### src/rtl/mem_stage.sv
// -----------------------------------------------------------------------------
// mem_stage
//   Memory-access pipeline stage downstream of execute. Loads and stores go out
//   over a req/gnt/rvalid data bus; the final GPR write is registered here.
//   Load data is byte/half/word extracted and sign/zero extended. While a bus
//   transaction is in flight, stall holds the upstream stage.
//
//   Build option: MEM_MISALIGN_TRAP_EN
//     defined   - misaligned half/word accesses are not issued on the bus;
//                 misalign_o pulses for one cycle instead.
//     undefined - misaligned low address bits are cleared and the access
//                 proceeds as aligned; misalign_o is tied 0.
//
// Ports
//   clk, rst          clock, asynchronous active-high reset
//   stall             combinational hold request to upstream
//   valid_i .. gprs_wdata_i   instruction fields from execute
//   dbus_*            data bus (req held until gnt, rvalid carries load data)
//   gprs_*_o          registered GPR write to the register file
//   misalign_o        one-cycle misaligned-access pulse
// -----------------------------------------------------------------------------
module mem_stage #(
  parameter int DATA_W = 32,
  parameter int REG_W  = 5
) (
  input  logic              clk,
  input  logic              rst,
  output logic              stall,
  input  logic              valid_i,
  input  logic              mem_rena_i,
  input  logic              mem_wena_i,
  input  logic [1:0]        mem_size_i,
  input  logic              mem_unsigned_i,
  input  logic [DATA_W-1:0] mem_addr_i,
  input  logic [DATA_W-1:0] mem_wdata_i,
  input  logic              gprs_wena_i,
  input  logic [REG_W-1:0]  gprs_waddr_i,
  input  logic [DATA_W-1:0] gprs_wdata_i,
  output logic              dbus_req,
  output logic              dbus_we,
  output logic [DATA_W-1:0] dbus_addr,
  output logic [DATA_W-1:0] dbus_wdata,
  output logic [3:0]        dbus_wstrb,
  input  logic              dbus_gnt,
  input  logic              dbus_rvalid,
  input  logic [DATA_W-1:0] dbus_rdata,
  output logic              gprs_wena_o,
  output logic [REG_W-1:0]  gprs_waddr_o,
  output logic [DATA_W-1:0] gprs_wdata_o,
  output logic              misalign_o
);

  localparam logic [1:0] IDLE = 2'd0;
  localparam logic [1:0] REQ  = 2'd1;
  localparam logic [1:0] WAIT = 2'd2;

  logic [1:0]        state;
  logic [DATA_W-1:0] op_addr;
  logic [1:0]        op_size;
  logic              op_unsigned;
  logic              op_we;
  logic [REG_W-1:0]  op_waddr;
  logic [DATA_W-1:0] op_wdata;
  logic [3:0]        op_wstrb;

  logic              is_half;
  logic              is_word;
  logic              mem_op;
  logic              start;
  logic              trap;
  logic [DATA_W-1:0] eff_addr;
  logic [DATA_W-1:0] lane_wdata;
  logic [3:0]        lane_wstrb;
  logic [7:0]        ld_byte;
  logic [15:0]       ld_half;
  logic [DATA_W-1:0] ld_ext;

  assign is_half = (mem_size_i == 2'b01);
  assign is_word = mem_size_i[1];
  assign mem_op  = mem_rena_i | mem_wena_i;

`ifdef MEM_MISALIGN_TRAP_EN
  logic misaligned;
  assign misaligned = (is_half & mem_addr_i[0]) | (is_word & (mem_addr_i[1:0] != 2'b00));
  assign trap       = valid_i & mem_op & misaligned;
  assign start      = valid_i & mem_op & ~misaligned;
  assign eff_addr   = mem_addr_i;

  always_ff @(posedge clk or posedge rst) begin
    if (rst) misalign_o <= 1'b0;
    else     misalign_o <= (state == IDLE) & trap;
  end
`else
  assign trap       = 1'b0;
  assign start      = valid_i & mem_op;
  assign eff_addr   = {mem_addr_i[DATA_W-1:2],
                       mem_addr_i[1] & ~is_word,
                       mem_addr_i[0] & ~(is_half | is_word)};
  assign misalign_o = 1'b0;
`endif

  // Store data is replicated across lanes so the strobe alone picks the bytes.
  always_comb begin
    lane_wdata = mem_wdata_i;
    lane_wstrb = 4'b1111;
    case (mem_size_i)
      2'b00: begin
        lane_wdata = {4{mem_wdata_i[7:0]}};
        lane_wstrb = 4'b0001 << eff_addr[1:0];
      end
      2'b01: begin
        lane_wdata = {2{mem_wdata_i[15:0]}};
        lane_wstrb = 4'b0011 << {eff_addr[1], 1'b0};
      end
      default: begin
        lane_wdata = mem_wdata_i;
        lane_wstrb = 4'b1111;
      end
    endcase
    if (!mem_wena_i) lane_wstrb = '0;
  end

  // op_addr[0] is always 0 for halves here, so addr[1] alone selects the lane.
  assign ld_byte = dbus_rdata[{op_addr[1:0], 3'b000} +: 8];
  assign ld_half = dbus_rdata[{op_addr[1], 4'b0000} +: 16];

  always_comb begin
    case (op_size)
      2'b00:   ld_ext = {{(DATA_W-8){~op_unsigned & ld_byte[7]}}, ld_byte};
      2'b01:   ld_ext = {{(DATA_W-16){~op_unsigned & ld_half[15]}}, ld_half};
      default: ld_ext = dbus_rdata;
    endcase
  end

  always_comb begin
    stall = 1'b0;
    case (state)
      IDLE:    stall = start;
      REQ:     stall = ~(op_we & dbus_gnt);
      WAIT:    stall = ~dbus_rvalid;
      default: stall = 1'b0;
    endcase
  end

  assign dbus_req   = (state == REQ);
  assign dbus_we    = op_we;
  assign dbus_addr  = {op_addr[DATA_W-1:2], 2'b00};
  assign dbus_wdata = op_wdata;
  assign dbus_wstrb = op_wstrb;

  always_ff @(posedge clk or posedge rst) begin
    if (rst) begin
      state        <= IDLE;
      op_addr      <= '0;
      op_size      <= '0;
      op_unsigned  <= 1'b0;
      op_we        <= 1'b0;
      op_waddr     <= '0;
      op_wdata     <= '0;
      op_wstrb     <= '0;
      gprs_wena_o  <= 1'b0;
      gprs_waddr_o <= '0;
      gprs_wdata_o <= '0;
    end else begin
      case (state)
        IDLE: begin
          if (start) begin
            op_addr     <= eff_addr;
            op_size     <= mem_size_i;
            op_unsigned <= mem_unsigned_i;
            op_we       <= mem_wena_i;
            op_waddr    <= gprs_waddr_i;
            op_wdata    <= lane_wdata;
            op_wstrb    <= lane_wstrb;
            gprs_wena_o <= 1'b0;
            state       <= REQ;
          end else if (trap) begin
            gprs_wena_o <= 1'b0;
          end else begin
            gprs_wena_o  <= valid_i & gprs_wena_i;
            gprs_waddr_o <= gprs_waddr_i;
            gprs_wdata_o <= gprs_wdata_i;
          end
        end
        REQ: begin
          gprs_wena_o <= 1'b0;
          if (dbus_gnt) state <= op_we ? IDLE : WAIT;
        end
        WAIT: begin
          if (dbus_rvalid) begin
            gprs_wena_o  <= 1'b1;
            gprs_waddr_o <= op_waddr;
            gprs_wdata_o <= ld_ext;
            state        <= IDLE;
          end else begin
            gprs_wena_o <= 1'b0;
          end
        end
        default: begin
          gprs_wena_o <= 1'b0;
          state       <= IDLE;
        end
      endcase
    end
  end

endmodule

### config.mk
export PLATFORM = sky130hd
export DESIGN_NAME = mem_stage
export DESIGN_NICKNAME = d
export VERILOG_FILES = /design/src/rtl/mem_stage.sv
export SDC_FILE = /design/constraint.sdc
export NUM_CORES = 1
export LEC_CHECK = 0
export CAP_MARGIN = 20
export CORE_MARGIN = 5
export CORE_UTILIZATION = 47
export CTS_BUF_LIST = sky130_fd_sc_hd__clkbuf_2
export CTS_CLUSTER_DIAMETER = 150
export DETAILED_ROUTE_END_ITERATION = 8
export PLACE_DENSITY = 0.9
export SYNTH_ARGS = -nofsm -noshare
export SYNTH_HDL_FRONTEND = slang
export SYNTH_SLANG_ARGS = --single-unit
### constraint.sdc
create_clock -name clk -period 9.4 [get_ports clk]
set_input_delay 1.41 -clock clk [delete_from_list [all_inputs] [get_ports clk]]
set_output_delay 1.41 -clock clk [all_outputs]
set_load 0.01 [all_outputs]
==> metrics.cfg, run 1 <==
[timing]
min_period_ns=5.62
clock_skew_ns=0.0242
relSlewSlack=0.319
setup_violations=0
final.setup.tns_ns=0
tightestPinTransition_ns=1.02
rsz0062_at_grt=no
max_freq_mhz=178
slew_viol_final=0
hold_viol_final=0
setup_ws_ns=3.78
period_share=0.598
fin_hold_ws_ns=0.496

[finish]
stdcell_area_um2=8440
fin_nets=1018
final_cell_mix=clkdlybuf4s50_1, nand2_1, dfrtp_1
nFillCells=957
area_growth_pct=44.4
drive_gt1_frac=0.0519
final-seq-area_um2=2930
fin_util=0.697
final_common_cell=clkdlybuf4s50_1
multiInputGateArea_um2=2450

[grt]
antenna_found_initial=1
gr-usage-all-layers=0.256
grt_pass1_vias=5579
grt_first_pass_wirelength_um=29000
grt_max_degree=103
grt.overflow.total=0

[floorplan]
die_h_um=122
initial_core_util=0.483
die-area_um2=14800
placementRows=40
coreArea_um2=12100
die_x_um=122
ios=254

[clocking]
clockBufferDepth=2
cts_hold_buf=0
cts_buffers=17
post_cts_buffers=0
post_cts_resized=0
cts-root-buf=clkbuf_2
cts.sinks=117
clk_pin_slew_ns=0.16
clk_latency_ns=0.69
cts_tree=done
cts.htree.levels=4

[synth]
syn_area_per_cell_um2=8.72
synth_top_flop_cell=dfrtp_1
synth-seq-area-share=0.501
netlist_area_um2=5850
ys_seq_elements=117
synth_edf_count=0
synthCells=670
ys_warn_count=0
synth_cell_type_count=43
synthArstFlopShare=1.00

[worst_setup_path]
startpoint_type=input pin
crit_required_ns=7.99
rr_endpoint=gprs_wdata_o[0]
r2r_slack_ns=6.64
rr_startpoint=op_size[1]
critPathLaunch=mem_wena_i
path_cells=clkdlybuf4s50_1, nor2_1, or3_4, buf_4, o21ai_0, or2_1, clkdlybuf4s50_1
crit_slowest_cell=buf_4
rr_worst_depth=4
end_kind=output port
crit_fanout=102
endpoint=stall
crit_top_cell=clkdlybuf4s50_1
critPathKind=input pin to output port
worstPathArrival_ns=4.21
slowest_delay_ns=0.70

[routing]
drc=0
totalWireLength_um=19000
vias=5656
drt_iter0_drc=509
dr.pass1.iters=5
routedWlPerCell_um=18.0
vias_per_cell=5.36
ant_nets=0

[worst_hold_path]
hp-class=register to register

[power_and_ir_drop]
vdd_drop_max_mv=0.199
p_per_area_nw_per_um2=300
p_leak_nw=3.67

[place]
place_ws_ns=3.74
port_buffers=250
place_hpwl_um=13900
place.gp.congestion=0.910
dpl_cell_area_um2=8160

[run]
drv_cap=0

[status]
status=completed

-- per-layer routing --
metal / global-route usage / share of wire / vias up
li1: - / - / 2653
met2: 0.423 / 0.48 / 299
met3: 0.107 / 0.12 / 52
met1: 0.284 / 0.36 / 2652
met4: 0.128 / 0.037 / 0
met5: 0 / 0 / -
-- Yosys cell counts, types with 2 or more instances --
master,instances,area share
nand2_1,206,0.13
dfrtp_1,117,0.50
nor2_1,57,0.037
buf_4,37,0.048
mux2i_1,34,0.058
a21oi_1,32,0.027
o21ai_1,28,0.024
buf_2,24,0.021
nor3_1,18,0.015
a211oi_1,16,0.021
o21ai_0,15,0.013
clkbuf_1,9,0.0058
o2111ai_1,8,0.012
o22ai_1,8,0.0086
a2bb2oi_1,7,0.010
nand2b_1,7,0.0075
o32a_1,7,0.012
a31oi_1,5,0.0054
inv_1,5,0.0032
nand3_1,4,0.0034
buf_6,2,0.0039
nor2b_1,2,0.0021
o311ai_0,2,0.0030
-- worst max-delay path, delay by kind of cell --
kind	cells	cell delay [ns]
compound gates	1	0.24
buf+inv	3	1.73
simple gates	3	0.73
-- report_power, final --
part | internal (mW) | switching [mW]
Combinational | 0.638 | 0.608
Sequential | 0.741 | 0.177
Clock | 0.173 | 0.199
-- kinds of logic (layout without fill, tap and decap cells) --
kind of cell | Yosys count | count (layout) | share of synthesized area
other | 1 | 4 | 0.000642
buffers and inverters | 80 | 295 | 0.0830
AO/OA/AOI/OAI | 135 | 135 | 0.147
multiplexers | 35 | 35 | 0.0601
flip-flops | 117 | 117 | 0.501
AND/OR/NAND/NOR | 302 | 302 | 0.208
-- flip-flops by register name, summed over array words and instances (netlist names) --
signal,count
op_size,2
gprs_wdata_o,32
gprs_wena_o,1
dbus_we,1
gprs_waddr_o,5
op_addr,32
dbus_wdata,32
op_waddr,5
state,2
dbus_wstrb,4
op_unsigned,1
-- worst min-delay path by stage --
| stage | startpoint | cells past startpoint | end | slack [ns] |
|---|---|---|---|---|
| 3_3_place_gp | dbus_wstrb[2] | 2 | dbus_wstrb[2] | 0.46 |
| 4_1_cts | op_addr[4] | 2 | op_addr[4] | 0.50 |
| 6_report | op_waddr[2] | 2 | op_waddr[2] | 0.50 |
| 3_5_place_dp | op_waddr[2] | 2 | op_waddr[2] | 0.46 |
| 5_1_grt | op_addr[18] | 2 | op_addr[18] | 0.52 |
| 2_1_floorplan | op_waddr[0] | 2 | op_waddr[0] | 0.45 |
-- layout make-up --
| class | instances | share of cell area |
|---|---|---|
| sequential | 117 | 0.347 |
| timing repair buffer | 257 | 0.303 |
| multi-input combinational | 475 | 0.290 |
| tap | 168 | 0.0249 |
| clock inverter | 14 | 0.0219 |
| clock buffer | 18 | 0.0107 |
| inverter | 6 | 0.00296 |
| antenna | 1 | 0.000296 |
-- through the flow --
| step | std cells | total power [mW] |
|---|---|---|
| after floorplan | 672 | 1.59 |
| after detailed placement | 1023 | 2.18 |
| after CTS | 1055 | 2.56 |
| after global routing | 1056 | 2.71 |
| final | 1056 | 2.54 |
| after global placement | 1023 | 2.14 |
Note: power is estimated with default switching activity, not from simulation.
==> run 2, diff against run 1 <==
- CORE_UTILIZATION: 47 -> 44
- PLACE_DENSITY: 0.9 -> 0.85
- clock period: 9.4 -> 5.8 ns (I/O delays scaled with it)
==> run 2 against run 1 <==
Against the previous run:
- register-to-register slack worse by 3.6 ns
- sequential share of layout area up 0.052 points
- non-clock buffer count increased by 2
- first-iteration DRC count down 22%
- routed wire length is 1.3% lower
- global-route usage down 1.5 points
- clock skew grew 0.012 ns
- critical path type unchanged
- largest power group unchanged
==> metrics.cfg, run 2 (synthesis results as in run 1) <==
[status]
status=completed

[finish]
drive_gt1_frac=0.0529  ; +0.00101
multiInputGateArea_um2=2450  ; unchanged
stdcell_area_um2=8430  ; -0.15%
fin_nets=1020  ; +0.20%
nFillCells=1121  ; +17%
stdcell_count=1066  ; +0.95%
final-seq-area_um2=2930  ; unchanged
final_common_cell=clkdlybuf4s50_1
final_cell_mix=clkdlybuf4s50_1, nand2_1, dfrtp_1
area_growth_pct=44.2

[floorplan]
die_h_um=125  ; +3.1%
placementRows=42  ; +5.0%
initial_core_util=0.445  ; -0.0377
die-area_um2=15700  ; +6.2%
coreArea_um2=13100  ; +8.5%
die_x_um=125  ; +3.1%
ios=254  ; unchanged

[worst_setup_path]
end_kind=output port
worstPathArrival_ns=2.81  ; -1.40 ns
critPathKind=input pin to output port
crit_required_ns=4.93  ; -3.06 ns
crit_fanout=7  ; -93%
startpoint_type=input pin

[clocking]
cts_tree=done
cts_hold_buf=0  ; unchanged
clockBufferDepth=2  ; unchanged
post_cts_buffers=0  ; unchanged
cts_buffers=17  ; unchanged
clk_pin_slew_ns=0.17  ; about the same
clk_latency_ns=0.70  ; about the same
cts-root-buf=clkbuf_2
cts.sinks=117  ; unchanged
cts.htree.levels=4  ; unchanged
post_cts_resized=0  ; unchanged

[grt]
gr-usage-all-layers=0.241  ; -0.0154
grt_max_degree=102  ; -0.97%
grt.overflow.total=0  ; unchanged
grt_pass1_vias=5561  ; -0.32%
grt_first_pass_wirelength_um=29700  ; +2.4%
antenna_found_initial=1  ; unchanged

[timing]
period_share=0.635
hold_viol_final=0  ; unchanged
max_freq_mhz=272
final.setup.tns_ns=0  ; unchanged
fin_hold_ws_ns=0.418  ; -0.0778 ns
tightestPinTransition_ns=1.02  ; +0.000311 ns
min_period_ns=3.68
rsz0062_at_grt=no
setup_violations=0  ; unchanged
clock_skew_ns=0.0364  ; +0.0122 ns
slew_viol_final=0  ; unchanged
relSlewSlack=0.319  ; about the same

[routing]
drt_iter0_drc=395  ; -22%
vias=5500  ; -2.8%
dr.pass1.iters=5  ; unchanged
routedWlPerCell_um=17.6  ; -2.2%
vias_per_cell=5.16  ; -3.7%
drc=0  ; unchanged
ant_nets=0  ; unchanged
totalWireLength_um=18800  ; -1.3%

[place]
place.gp.congestion=0.849  ; -6.7%
place_hpwl_um=13600  ; -1.6%
port_buffers=250  ; unchanged
place_inst=1032  ; +0.88%
dpl_cell_area_um2=8180  ; +0.21%

[power_and_ir_drop]
p_per_area_nw_per_um2=476  ; +59%
p_leak_nw=3.68  ; +0.31%
vdd_drop_max_mv=0.245  ; +23%

[worst_hold_path]
hp-class=input pin to asynchronous set/reset pin

[run]
drv_cap=0  ; unchanged

## run 2: worst max-delay path, cell delays in order
cell             delay (ns)
clkdlybuf4s50_1        0.61
nor2_1                 0.13
or3_4                  0.38
o21ai_0                0.09
or2_1                  0.13
clkdlybuf4s50_1        0.60
## run 2: report_power, final
| group | internal, mW | switching (mW) |
|---|---|---|
| clock network | 0.202 | 0.308 |
| logic | 1.04 | 1.01 |
| registers | 1.20 | 0.254 |
## run 2: worst paths after layout
kind                                   from               to  slack [ns]  cells past startpoint
worst max-delay path             mem_wena_i            stall        2.12                      6
worst min-delay path                    rst      op_addr[24]        0.42                      2
worst max register to register   op_size[1]  gprs_wdata_o[4]        3.04                      4
worst min register to register  op_addr[31]      op_addr[31]        0.49                      2
max in group asynchronous               rst      op_waddr[1]        4.17                      4
min in group clk                op_addr[31]      op_addr[31]        0.49                      2
## run 2: layout make-up
cell class / count / share of cell area
antenna: 1 / 0.000297
inverter: 6 / 0.00297
multi-input combinational: 475 / 0.290
timing repair buffer: 259 / 0.307
tap: 176 / 0.0261
clock inverter: 10 / 0.0128
clock buffer: 22 / 0.0131
sequential: 117 / 0.347
## run 2: metrics by stage
step / total power, mW / setup slack (ns) / utilization
finish: 4.02 / 2.12 / 0.642
global route: 4.32 / 1.88 / 0.642
CTS: 4.06 / 2.01 / 0.639
detailed placement: 3.54 / 2.09 / 0.623
global placement: 3.48 / 2.13 / 0.623
floorplan: 2.58 / 1.83 / -
## run 2: per-layer routing
layer,global-route usage,share of wire
met2,0.399,0.48
met4,0.0835,0.023
met1,0.278,0.38
met5,0,0
met3,0.108,0.12
